$ cat config.mk
export PLATFORM = sky130hd
export DESIGN_NAME = sync_fifo
export DESIGN_NICKNAME = d
export VERILOG_FILES = /design/src/rtl/sync_fifo.sv
export SDC_FILE = /design/constraint.sdc
export NUM_CORES = 1
export LEC_CHECK = 0
export ABC_AREA = 1
export CAP_MARGIN = 40
export CORE_UTILIZATION = 60
export DETAILED_ROUTE_END_ITERATION = 12
export PLACE_DENSITY = 0.78
export SLEW_MARGIN = 20
export SYNTH_ARGS = -nofsm -noshare
export SYNTH_HDL_FRONTEND = slang
export SYNTH_SLANG_ARGS = --single-unit
$ cat constraint.sdc
create_clock -name clock -period 3.5 [get_ports clock]
set_input_delay 0.7 -clock clock [delete_from_list [all_inputs] [get_ports clock]]
set_output_delay 0.7 -clock clock [all_outputs]
set_load 0.05 [all_outputs]
$ cat src/rtl/sync_fifo.sv
// Synchronous FIFO with registered full/empty; push and pop may coincide.
module sync_fifo #(
  parameter int unsigned WIDTH = 37,
  parameter int unsigned DEPTH = 16
) (
  input  logic             clock,
  input  logic             reset_n,
  input  logic             push,
  input  logic [WIDTH-1:0] wdata,
  input  logic             pop,
  output logic [WIDTH-1:0] rdata,
  output logic             full,
  output logic             empty
);

  localparam int unsigned PTR_W = $clog2(DEPTH);

  logic [WIDTH-1:0] mem [DEPTH];
  logic [PTR_W-1:0] wptr_q, rptr_q;
  logic [PTR_W:0]   count_q, count_d;
  logic             full_q, empty_q;
  logic             push_ok, pop_ok;

  assign push_ok = push && !full_q;
  assign pop_ok  = pop && !empty_q;

  always_comb begin
    count_d = count_q + (PTR_W+1)'(push_ok) - (PTR_W+1)'(pop_ok);
  end

  always_ff @(posedge clock) begin
    if (!reset_n) begin
      wptr_q  <= '0;
      rptr_q  <= '0;
      count_q <= '0;
      full_q  <= 1'b0;
      empty_q <= 1'b1;
    end else begin
      if (push_ok) wptr_q <= wptr_q + 1'b1;
      if (pop_ok)  rptr_q <= rptr_q + 1'b1;
      count_q <= count_d;
      full_q  <= (count_d == (PTR_W+1)'(DEPTH));
      empty_q <= (count_d == '0);
    end
  end

  always_ff @(posedge clock) begin
    if (push_ok) mem[wptr_q] <= wdata;
  end

  assign rdata = mem[rptr_q];
  assign full  = full_q;
  assign empty = empty_q;

endmodule

# Word level (Yosys, flattened, before mapping)
# Memories as Yosys holds them, arrays and structs flattened. A register that Yosys moved wholly into a read port is not among the register bits.
# Index checks and enable logic that the tools add are counted.
# Widths: inputs -> output; s select.
# op_classes
addsub,4
n_eq_ne,1
n_mux,4
reduce_logical,5
# ops
cell,n
$add 4x1->4 const B,2
$mux 4,2
$add 5x1->5,1
$eq 5x5->1 const B,1
$logic_not 5->1,1
$sub 5x1->5,1
$logic_and 1x1->1,2
$logic_not 1->1,2
$mux 1,2
# word_totals
regBits,15
ramBits,592
in_bits,41
out_inout_bits,39
wordCells,20
memories,1
# mem_list
memory,depth,width,rd,rd_ports_with_merged_regs,wr,line_no,text
mem,16,37,1,1,1,18,logic [WIDTH-1:0] mem [DEPTH];

# Depth between registers and ports, before layout
# logic_depth
ltp_word,5
depth_mapped,15
depth_no_buf,15

# Least setup slack after synthesis
# No wires, ideal clock.
# synth_path
path_kind,input -> register
from,input port push
to,"memory mem[11][0], enable pin"
setup_time_ns,0.431
t_arrival_ns,2.676
required_time_ns,3.069
path_slack_ns,0.392
cell_stages,4
path_buffers,0
path_cell_list,inv_1 nor2_2 nand3_1 nor2_1
# synth_between
elab_chain_len,3
# synth_lines
element,line_no,text
"start, declared",8,"input logic push,"
$logic_and 1x1->1,24,assign push_ok = push && !full_q;
$mux 1,48,if (push_ok) mem[wptr_q] <= wdata;
$mux 1 (implied by the code),48,
"end, declared",18,
# Every way passes these cells.

==> run_results.csv <==
group,metric,value,unit
outcome,outcome,"finished clean",
grt,grt_max_degree,217,
worst_setup_path,critPathArrivalTime,2690,ps
synthesis,yosys_warnings,0,
timing,fin_skew,16.6,ps
clock_tree,clk_latency,630,ps
synthesis,synth_fa_ha_area_share,0.504,%
clock_tree,clock-root-buffer,"clkbuf_16",
power_and_ir_drop,p_leak,12.8,nW
clock_tree,numCtsBuffers,60,
floorplanning,die-area,0.0447,mm²
grt,antenna_found_initial,1,
clock_tree,cts.path.max_buffers,3,
placed_design,place_area,0.0282,mm²
synthesis,synth_top_family_by_area,"simple AND/OR/NAND/NOR gates",
placed_design,gp_congestion,0.803,
job,cap_violations,0,
synthesis,synthArstFlopShare,0,%
timing,min_period_over_period,96.8,%
routing,wl,61600,µm
cells_and_area,multiInputGateArea,0.00576,mm²
grt,grt_pass1_wl,96200,µm
floorplanning,num_rows,76,
routing,drtIter0Drc,2240,
routing,ant_nets,0,
min_path,hold_class,"flop to flop",
synthesis,synth_top_flop_cell,"edfxtp_1",
timing,setup_tns,0,ps
floorplanning,die_x,211,µm
cells_and_area,fill_cells,2941,
synthesis,syn_avg_cell_area,10.4,µm²
timing,holdWs,500,ps
routing,wl_per_cell,19.1,µm
timing,worst_slew_pin_slew,1020,ps
clock_tree,cts_max_level,2,
synthesis,ys_types,23,
worst_setup_path,critPathRequiredTime,2800,ps
synthesis,synthCells,2523,
cells_and_area,diodes,0,
cells_and_area,fin_nets,2644,
grt,grt_pass1_vias,17870,
synthesis,syn_area,0.0263,mm²
floorplanning,core,0.0432,mm²
grt,grt_use_total,28.4,%
routing,wl_met1,23400,µm
routing,drt_first_pass_iters,6,
grt,grt.overflow.total,0,
cells_and_area,post-route-util,69.8,%
routing,met3_length,5950,µm
clock_tree,hold_buffers,0,
routing,met2WireLength,30300,µm
synthesis,synth-edff-count,592,
synthesis,synth_compound_area_share,0.152,%
timing,fmax,0.295,GHz
cells_and_area,seq_area,0.0182,mm²
worst_setup_path,path_class,"flop to output port",
worst_setup_path,cp-end-kind,"output port",
cells_and_area,final_cell_mix,"809 x nand2_1, 592 x edfxtp_1, 467 x inv_1, 451 x nand3_1, 61 x clkbuf_16",
routing,vias,17760,
clock_tree,clk_pin_slew,60,ps
cells_and_area,area_growth,14.4,%
timing,setup_viol,0,
floorplanning,io_pins,80,
synthesis,ys_ff_latch,611,
timing,slew_headroom,31.9,%
clock_tree,clock-sinks,611,
floorplanning,start_util,61.0,%
cells_and_area,fin_cells,3228,
floorplanning,die_h,211,µm
synthesis,synthSimpleGateAreaFrac,20.7,%
timing,slew_viol_final,0,
power_and_ir_drop,ir_worst_vdd,0.000509,V
timing,period_needed,3390,ps
timing,rsz0062_at_grt,"false",
worst_setup_path,start_kind,"flop",
routing,viasPerCell,5.50,
clock_tree,tritoncts,"done",
placed_design,port_buffers,79,
placed_design,hpwlAfterDp,32900,µm
synthesis,mappedNetlistNets,2574,
routing,top_layer,"met5",
worst_setup_path,crit_path_max_fanout,216,
cells_and_area,mostFrequentLayoutCell,"nand2_1",
timing,hold_violations,0,
synthesis,ys_seq_area_share,69.0,%
synthesis,synth-xor-area-share,0.0665,%
cells_and_area,final_cell_area,0.0301,mm²
synthesis,synth_mux_area_share,0,%
power_and_ir_drop,power.density,600,mW/mm²
placed_design,dpl.cell_count,3116,
cells_and_area,layout-drive-gt1-share,7.72,%
routing,drc_errors,0,
[cell usage after synthesis (all sizes together) (2+ instances only)]
cell type,n,share of area (%)
o21ai,2,0.038
edfxtp,592,68
clkbuf,16,0.23
nor2,35,0.51
nor3,2,0.038
buf,106,2.6
a21oi,6,0.11
nand3,451,8.6
nand2,809,12
inv,471,6.7
ha,9,0.43
dfxtp,19,1.4
xnor2,2,0.067
[flip-flops by register name, summed over array words and instances, names as in the netlist, named ones only]
register,count
rptr_q,4
wptr_q,4
mem,592
empty,1
full,1
count_q,5
[per-stage QoR]
stage                     total power [mW]  setup WS, ps
after global placement                11.8           533
after floorplan                       10.6           392
after global routing                  18.7          2.21
after detailed placement              11.9           514
after CTS                             18.1           108
final                                 18.1           111
[cells by family (layout without fill, tap and decap cells)]
| group | count (synthesis) | count (layout) |
|---|---|---|
| xor gates and xnor gates | 2 | 2 |
| and+or+nand+nor | 1299 | 1299 |
| AOI/OAI and AO/OA | 8 | 8 |
| buffers and inverters | 593 | 713 |
| DFF | 611 | 611 |
| adders and majority gates | 10 | 10 |
[metal layers]
layer | GRT usage, % | vias up
li1 | - | 8264
met1 | 37.2 | 8402
met3 | 4.47 | 144
met4 | 11.6 | 2
met5 | 0 | -
met2 | 47.6 | 948
[final cells by class]
class | count | area share, %
Clock buffer | 70 | 5.18
Clock inverter | 42 | 1.16
Inverter | 471 | 5.90
Multi-Input combinational cell | 1319 | 19.1
Sequential cell | 611 | 60.3
Tap cell | 585 | 2.43
Timing Repair Buffer | 130 | 5.88
[worst max-delay path: stages, from the launching register on]
cell	delay, ps
dfxtp_4	420
buf_16	530
nand2_1	110
nand2_1	110
nand2_1	50
nand3_1	90
nand3_1	80
nand2_1	220
buf_12	180
[repair_timing]
action | CTS | global route
resized for setup | 0 | 1
setup endpoints to repair | 0 | 3
setup buffers | 0 | 0
[where the power goes]
group	switching, mW	internal (mW)
clock network	2.71	3.56
registers	0.0893	8.26
logic	2.25	1.21
total	5.05	13.0
[worst paths after layout]
check	from	end	slack, ps	cells past startpoint
worst max-delay path	flop	rdata[36]	110	8
worst min-delay path	rptr_q[2]	flop	500	2
worst max register to register	full	empty	1370	11
worst min register to register	rptr_q[2]	flop	500	2
Power figures use the tool's default switching activity.
